`src/rtl/alu_muldiv_unit.sv`:
```
// rtl/alu_muldiv_unit.sv - execute-stage ALU with multi-cycle multiply/divide into HI/LO
module alu_muldiv_unit #(
    parameter int WIDTH = 32
) (
    input  logic             clk,
    input  logic             reset,
    input  logic             in_valid,
    input  logic [5:0]       Signal,
    input  logic [WIDTH-1:0] dataA,
    input  logic [WIDTH-1:0] dataB,
    output logic [WIDTH-1:0] Output,
    output logic             busy,
    output logic             done,
    output logic             div_zero
);
    localparam int SHW = $clog2(WIDTH);

    localparam logic [5:0] OP_SLL   = 6'd0;
    localparam logic [5:0] OP_SRL   = 6'd2;
    localparam logic [5:0] OP_SRA   = 6'd3;
    localparam logic [5:0] OP_MFHI  = 6'd16;
    localparam logic [5:0] OP_MFLO  = 6'd18;
    localparam logic [5:0] OP_MULT  = 6'd24;
    localparam logic [5:0] OP_MULTU = 6'd25;
    localparam logic [5:0] OP_DIV   = 6'd26;
    localparam logic [5:0] OP_DIVU  = 6'd27;
    localparam logic [5:0] OP_ADD   = 6'd32;
    localparam logic [5:0] OP_SUB   = 6'd34;
    localparam logic [5:0] OP_AND   = 6'd36;
    localparam logic [5:0] OP_OR    = 6'd37;
    localparam logic [5:0] OP_SLT   = 6'd42;
    localparam logic [5:0] OP_SLTU  = 6'd43;

    typedef enum logic [1:0] {IDLE, RUN, FIX} state_t;

    state_t               state, state_nxt;
    logic [2*WIDTH-1:0]   acc;
    logic [WIDTH-1:0]     opb;
    logic [WIDTH-1:0]     hi, lo;
    logic [SHW-1:0]       cnt;
    logic                 op_div, neg_lo, neg_hi;

    logic                 is_md, is_div, sgn_op, a_neg, b_neg, b_zero;
    logic [WIDTH-1:0]     mag_a, mag_b, alu_res;
    logic [SHW-1:0]       shamt;
    logic [WIDTH:0]       mul_sum, div_trial;
    logic [2*WIDTH-1:0]   acc_step, prod_fix;
    logic [WIDTH-1:0]     q_fix, r_fix;

    assign busy   = (state != IDLE);
    assign is_md  = (Signal == OP_MULT) || (Signal == OP_MULTU) ||
                    (Signal == OP_DIV)  || (Signal == OP_DIVU);
    assign is_div = (Signal == OP_DIV) || (Signal == OP_DIVU);
    assign sgn_op = (Signal == OP_MULT) || (Signal == OP_DIV);
    assign a_neg  = sgn_op & dataA[WIDTH-1];
    assign b_neg  = sgn_op & dataB[WIDTH-1];
    assign b_zero = (dataB == '0);
    assign mag_a  = a_neg ? -dataA : dataA;
    assign mag_b  = b_neg ? -dataB : dataB;
    assign shamt  = dataB[SHW-1:0];

    always_comb begin
        alu_res = '0;
        case (Signal)
            OP_AND:  alu_res = dataA & dataB;
            OP_OR:   alu_res = dataA | dataB;
            OP_ADD:  alu_res = dataA + dataB;
            OP_SUB:  alu_res = dataA - dataB;
            OP_SLT:  alu_res = WIDTH'($signed(dataA) < $signed(dataB));
            OP_SLTU: alu_res = WIDTH'(dataA < dataB);
            OP_SLL:  alu_res = dataA << shamt;
            OP_SRL:  alu_res = dataA >> shamt;
            OP_SRA:  alu_res = $signed(dataA) >>> shamt;
            OP_MFHI: alu_res = hi;
            OP_MFLO: alu_res = lo;
            default: alu_res = '0;
        endcase
    end

    // acc holds {partial product, multiplier} or {remainder, dividend/quotient}
    always_comb begin
        mul_sum   = {1'b0, acc[2*WIDTH-1:WIDTH]} + (acc[0] ? {1'b0, opb} : '0);
        div_trial = acc[2*WIDTH-1:WIDTH-1] - {1'b0, opb};
        if (op_div) begin
            if (div_trial[WIDTH])
                acc_step = {acc[2*WIDTH-2:0], 1'b0};
            else
                acc_step = {div_trial[WIDTH-1:0], acc[WIDTH-2:0], 1'b1};
        end else begin
            acc_step = {mul_sum, acc[WIDTH-1:1]};
        end
        prod_fix = neg_lo ? -acc : acc;
        q_fix    = neg_lo ? -acc[WIDTH-1:0] : acc[WIDTH-1:0];
        r_fix    = neg_hi ? -acc[2*WIDTH-1:WIDTH] : acc[2*WIDTH-1:WIDTH];
    end

    always_comb begin
        state_nxt = state;
        case (state)
            IDLE:    if (in_valid && is_md) state_nxt = RUN;
            RUN:     if (cnt == SHW'(WIDTH-1)) state_nxt = FIX;
            FIX:     state_nxt = IDLE;
            default: state_nxt = IDLE;
        endcase
    end

    always_ff @(posedge clk or negedge reset) begin
        if (!reset) state <= IDLE;
        else        state <= state_nxt;
    end

    always_ff @(posedge clk or negedge reset) begin
        if (!reset) begin
            Output   <= '0;
            hi       <= '0;
            lo       <= '0;
            acc      <= '0;
            opb      <= '0;
            cnt      <= '0;
            op_div   <= 1'b0;
            neg_lo   <= 1'b0;
            neg_hi   <= 1'b0;
            done     <= 1'b0;
            div_zero <= 1'b0;
        end else begin
            done <= (state == FIX);
            case (state)
                IDLE: begin
                    if (in_valid) begin
                        if (is_md) begin
                            // Divide by zero runs unsigned on raw A: the restoring loop then yields
                            // an all-ones quotient and remainder A with no special case.
                            acc    <= {{WIDTH{1'b0}}, (is_div && b_zero) ? dataA : mag_a};
                            opb    <= mag_b;
                            cnt    <= '0;
                            op_div <= is_div;
                            neg_lo <= (is_div && b_zero) ? 1'b0 : (a_neg ^ b_neg);
                            neg_hi <= is_div ? (!b_zero && a_neg) : 1'b0;
                            if (is_div) div_zero <= b_zero;
                        end else begin
                            Output <= alu_res;
                        end
                    end
                end
                RUN: begin
                    acc <= acc_step;
                    cnt <= cnt + 1'b1;
                end
                FIX: begin
                    if (op_div) begin
                        lo <= q_fix;
                        hi <= r_fix;
                    end else begin
                        {hi, lo} <= prod_fix;
                    end
                end
                default: ;
            endcase
        end
    end
endmodule
```
`config.mk`:
```
export PLATFORM = sky130hd
export DESIGN_NAME = alu_muldiv_unit
export DESIGN_NICKNAME = d
export VERILOG_FILES = /design/src/rtl/alu_muldiv_unit.sv
export SDC_FILE = /design/constraint.sdc
export NUM_CORES = 1
export LEC_CHECK = 0
export CAP_MARGIN = 10
export CORE_UTILIZATION = 40
export DETAILED_ROUTE_END_ITERATION = 12
export PLACE_DENSITY_LB_ADDON = 0.2
export REMOVE_ABC_BUFFERS = 1
export SYNTH_ARGS = -nofsm -noshare
export SYNTH_HDL_FRONTEND = slang
export SYNTH_SLANG_ARGS = --single-unit
```
`constraint.sdc`:
```
create_clock -name clk -period 9.6 [get_ports clk]
set_input_delay 1.92 -clock clk [delete_from_list [all_inputs] [get_ports clk]]
set_output_delay 1.92 -clock clk [all_outputs]
set_load 0.01 [all_outputs]
```
# After elaboration in Yosys (flattened, before gate mapping)
# Cells that the tools add are included.
# op_classes
n_addsub	10
magnitude_cmp	2
reduce_logical	19
div_mod_pow	0
n_mul	0
eq_ne	21
mux	23
shift	3
bitwise	6
# ops
cell	count
case mux 32 bit (11 select lines)	1
2-to-1 mux 64 bit	5
2-to-1 mux 32 bit	8
negator 32 bit	4
case mux 64 bit (2 select lines)	1
less-than comparator 32 bit	2
negator 64 bit	1
equality test 6 x 5 -> 1 bit (second input constant)	6
equality test 6 bit (second input constant)	6
adder 32 x 32 -> 33 bit	1
subtractor 33 x 32 -> 33 bit	1
adder 32 bit	1
AND 32 bit	1
logical NOT 32 bit	1
OR 32 bit	1
<< shifter 32 x 5 -> 32 bit	1
right shift 32 x 5 -> 32 bit	1
>>> shifter 32 x 5 -> 32 bit	1
subtractor 32 bit	1
equality test 6 x 2 -> 1 bit (second input constant)	2
2-to-1 mux 5 bit	2
case mux 5 bit (2 select lines)	1
AND reduction 3 bit	3
inequality test 2 bit (second input constant)	4
other kinds (18)	28
# totals
reg_bits	204
out_inout_bits	35
latch_bits	0
in_bits	73
mem_bits_rw	0
mem_count	0
rom_bits	0

# Logic depth before layout (Yosys ltp)
# logic_depth
ltp_word	8
depth_mapped	17

# Worst setup path after synthesis
# OpenSTA, ideal clock, no wires.
# synth_path
path_kind	input to register
from	in dataB[2]
to	reg Output[0]
stages	15
arrival_ns	5.412
slack_ns	4.062
n_path_buf	3
t_required_ns	9.474
path_cell_list	inv_2 -> buf_1 -> clkbuf_1 -> buf_1 -> ha_1 -> nor2b_1 -> o21ai_0 -> a2111oi_2 -> or3_1 -> a21oi_1 -> o311ai_2 -> a41oi_1 -> a211oi_1 -> nor4_1 -> o32a_1
# synth_via
elab_chain_cells	2
# synth_rtl
item	line_no	text
from (decl)	10	input logic [WIDTH-1:0] dataB,
less-than comparator 32 bit, or another cell as far along	70	OP_SLTU: alu_res = WIDTH'(dataA < dataB);
case mux 32 bit (11 select lines) (*)	64	case (Signal)
to (signal assigned)	141	Output <= alu_res;
to (decl)	11	output logic [WIDTH-1:0] Output,
# Every way passes the cells marked *; elsewhere a longest branch is shown, timed or not.
# A chain may end at the register's enable or synchronous reset.

# Worst setup path in the final report
# layout_path
from	in dataA[10]
to	reg Output[0]
# layout_via
elab_chain_cells	2
# layout_rtl
item	line_no	text
from (decl)	9	input logic [WIDTH-1:0] dataA,
less-than comparator 32 bit, or another cell as far along	70	
case mux 32 bit (11 select lines) (*)	64	
# Marks and branches as above.

==> flow_summary.toml <==
[synthesis]
synthArstFlopShare = 1.000
ys_types = 99
yosysWarnings = 0
yosysTopAreaCellShare = 0.2183
synthCells = 3119
synth_flop_cell = "dfrtp_1"
synth.cell_area_mm2 = 0.02338
synth.largest_area_cell = "dfrtp_1"
avgSynthCellArea_um2 = 7.496
synth_common_cells = "nand2_1 (349), o21ai_0 (330), nor2_1 (318), a21oi_1 (241), dfrtp_1 (204)"
synth_seq_cells = 204
synth-seq-area-share = 0.2183
synth_area_leaders = "dfrtp_1 (22%), ha_1 (9.0%), o21ai_0 (7.1%), nand2_1 (5.6%), a21oi_1 (5.2%)"
synth-edff-count = 0
synth_most_common_cell = "nand2_1"

[clock_network]
root_buffer = "clkbuf_16"
numCtsBuffers = 28
post_cts_resized = 0
clk_pin_slew_worst_paths_ns = 0.07
postCtsSetupBuffers = 0
cts.sinks = 204
cts_buffer_depth = 3
cts_hold_buf = 0
cts_tree = "yes"
clock_latency_ns = 0.60
h-tree-depth = 1

[outcome]
status = "finished, final reports clean"

[grt]
grt_antenna_before_repair = 3
first_global_vias = 23970
overflow = 0
grt_pass1_wl_um = 159900
gr-usage-all-layers = 0.3557
grt_max_degree = 94

[route]
drc = 0
wl_per_cell_um = 27.91
vias_per_cell = 6.437
postRouteAntennaNets = 0
vias = 24920
first_iter_violations = 2904
totalWireLength_um = 108000
drt_first_pass_iters = 6

[sta]
finalSetupTns_ns = 0
finalWorstPathRequiredPeriod_ns = 6.151
slew_violations = 0
hold_violations = 0
hold_ws_ns = 0.4683
slew-limit-headroom = 0.2067
fmax_mhz = 162.6
fin_ws_ns = 3.449
fin_crit_sh = 0.6407
rsz0062_at_grt = "no"
setup_violations = 0
tightest_slew_ns = 1.178
fin_worst_skew_ns = 0.03785

[setup_path]
crit_start = "dataA[10]"
timing.critical_path.buf_inv = 2
crit_cells = 13
crit_type = "in -> reg"
crit_required_ns = 10.06
start_kind = "primary input"
cp_max_fo = 12
r2r_end = "hi[26]"
path_cells = "clkdlybuf4s50_1 -> inv_1 -> ha_1 -> nor3_1 -> nand2_1 -> a2111oi_2 -> or3_1 -> a21oi_1 -> o311ai_2 -> a41oi_1 -> a211oi_1 -> nor4_1 -> o32a_1"
max_stage_delay_ns = 0.90
crit_path_end = "Output[0]"
slowest_stage = "clkdlybuf4s50_1"
end_kind = "flip-flop"
crit_arrival_ns = 6.61
rrSetupSlack_ns = 5.07
r2r_cells = 11
regToRegStartpoint = "acc[0]"
cp_top_family = "compound AO/OA/AOI/OAI gates"

[floorplanning]
start_util = 0.4053
num_rows = 88
io_pins = 108
core_mm2 = 0.05770
die_x_um = 243.8
die_h_um = 243.8
die_area_mm2 = 0.05942

[finish]
final_util = 0.4476
final_nets = 3328
fillers = 5880
drive_above_1_share = 0.06250
synthToLayoutAreaGrowth_pct = 10.45

[pwr]
irDropWorstVdd_uv = 162.8
power.density_mw_per_mm2 = 241.9
leakage_nw = 10.75

[place]
dpl.hpwl_um = 81830
port_buffers = 107
post-place-ws_ns = 3.004
gp_congestion = 1.001

[hold_path]
hold_path.class = "reg -> reg"

[run]
max_cap_violations = 0
## power breakdown
group / leakage (nW) / switching, mW / internal (mW)
Sequential: 2.65 / 0.408 / 1.13
Combinational: 7.63 / 2.15 / 1.42
Clock: 0.470 / 0.481 / 0.654
## final cells by class
cell class              instances  area (um2)  area share
diodes                          2       5.005   0.0001938
clock buffers                  34       764.5     0.02960
clock inverters                18       201.4    0.007801
inverters                     161       609.3     0.02360
multi-input cells            2539       16820      0.6514
flip-flops and latches        204        5106      0.1977
well taps                     765       957.2     0.03707
repair buffers                148        1359     0.05262
## logic make-up (layout without fill, tap and decap cells)
| logic type | after synthesis | after routing | synth area share |
|---|---|---|---|
| DFF | 204 | 204 | 0.2183 |
| AOI/OAI and AO/OA | 1061 | 1061 | 0.2884 |
| and+or+nand+nor | 965 | 965 | 0.1854 |
| muxes | 145 | 145 | 0.07620 |
| xor gates and xnor gates | 195 | 195 | 0.07305 |
| adders and majority gates | 173 | 173 | 0.09386 |
| buffers and inverters | 376 | 361 | 0.06475 |
| other | 0 | 2 | 0 |
## flip-flops by register name, summed over array words and instances (netlist names)
signal	cells
Output	32
acc	64
cnt	5
div_zero	1
done	1
hi	32
lo	32
neg_hi	1
neg_lo	1
op_div	1
opb	32
state	2
## cells in the final DEF (no fill, tap or decap), drive strengths merged, types with 63 or more instances in the layout
cell type,n
a21oi,243
clkdlybuf4s50,100
dfrtp,204
ha,169
inv,159
mux2i,106
nand2,350
nor2,319
nor3,63
o21ai,337
xnor2,133
## through the flow
| step | power (mW) | instances | area (um2) |
|---|---|---|---|
| after global placement | 4.990 | 3817 | 24850 |
| after floorplan | 3.878 | 2904 | 22480 |
| after detailed placement | 5.042 | 3817 | 24850 |
| final | 6.247 | 3871 | 25820 |
| after CTS | 6.195 | 3869 | 25820 |
| after global routing | 6.667 | 3869 | 25820 |
## worst min path at each step
stage | cells past startpoint | from | slack (ns) | end
after floorplan | 2 | opb[10] | 0.45 | opb[10]
after global placement | 2 | Output[3] | 0.45 | Output[3]
after detailed placement | 2 | Output[3] | 0.46 | Output[3]
after CTS | 2 | Output[3] | 0.47 | Output[3]
after global routing | 2 | Output[1] | 0.50 | Output[1]
final | 2 | Output[4] | 0.47 | Output[4]
## per-layer routing
| metal | vias up | wire [um] | GRT usage |
|---|---|---|---|
| met5 | - | 13 | 0 |
| met4 | 2 | 4023 | 0.1197 |
| met3 | 187 | 8719 | 0.05464 |
| met2 | 1258 | 49120 | 0.5728 |
| met1 | 12230 | 46170 | 0.4828 |
| li1 | 11240 | - | - |
## worst reg2reg max path, cell delays in order (launching register included)
cell and delay, ns:
dfrtp_1 0.47, inv_1 0.86, ha_1 0.46, nand2_1 0.16
nor2_1 0.36, nand2_1 0.22, nor2_1 0.35, nor2_1 0.26
o41ai_1 0.59, o21ai_0 0.23, xnor2_1 0.31, o21ai_0 0.12
Note: power is estimated with default switching activity, not from simulation.
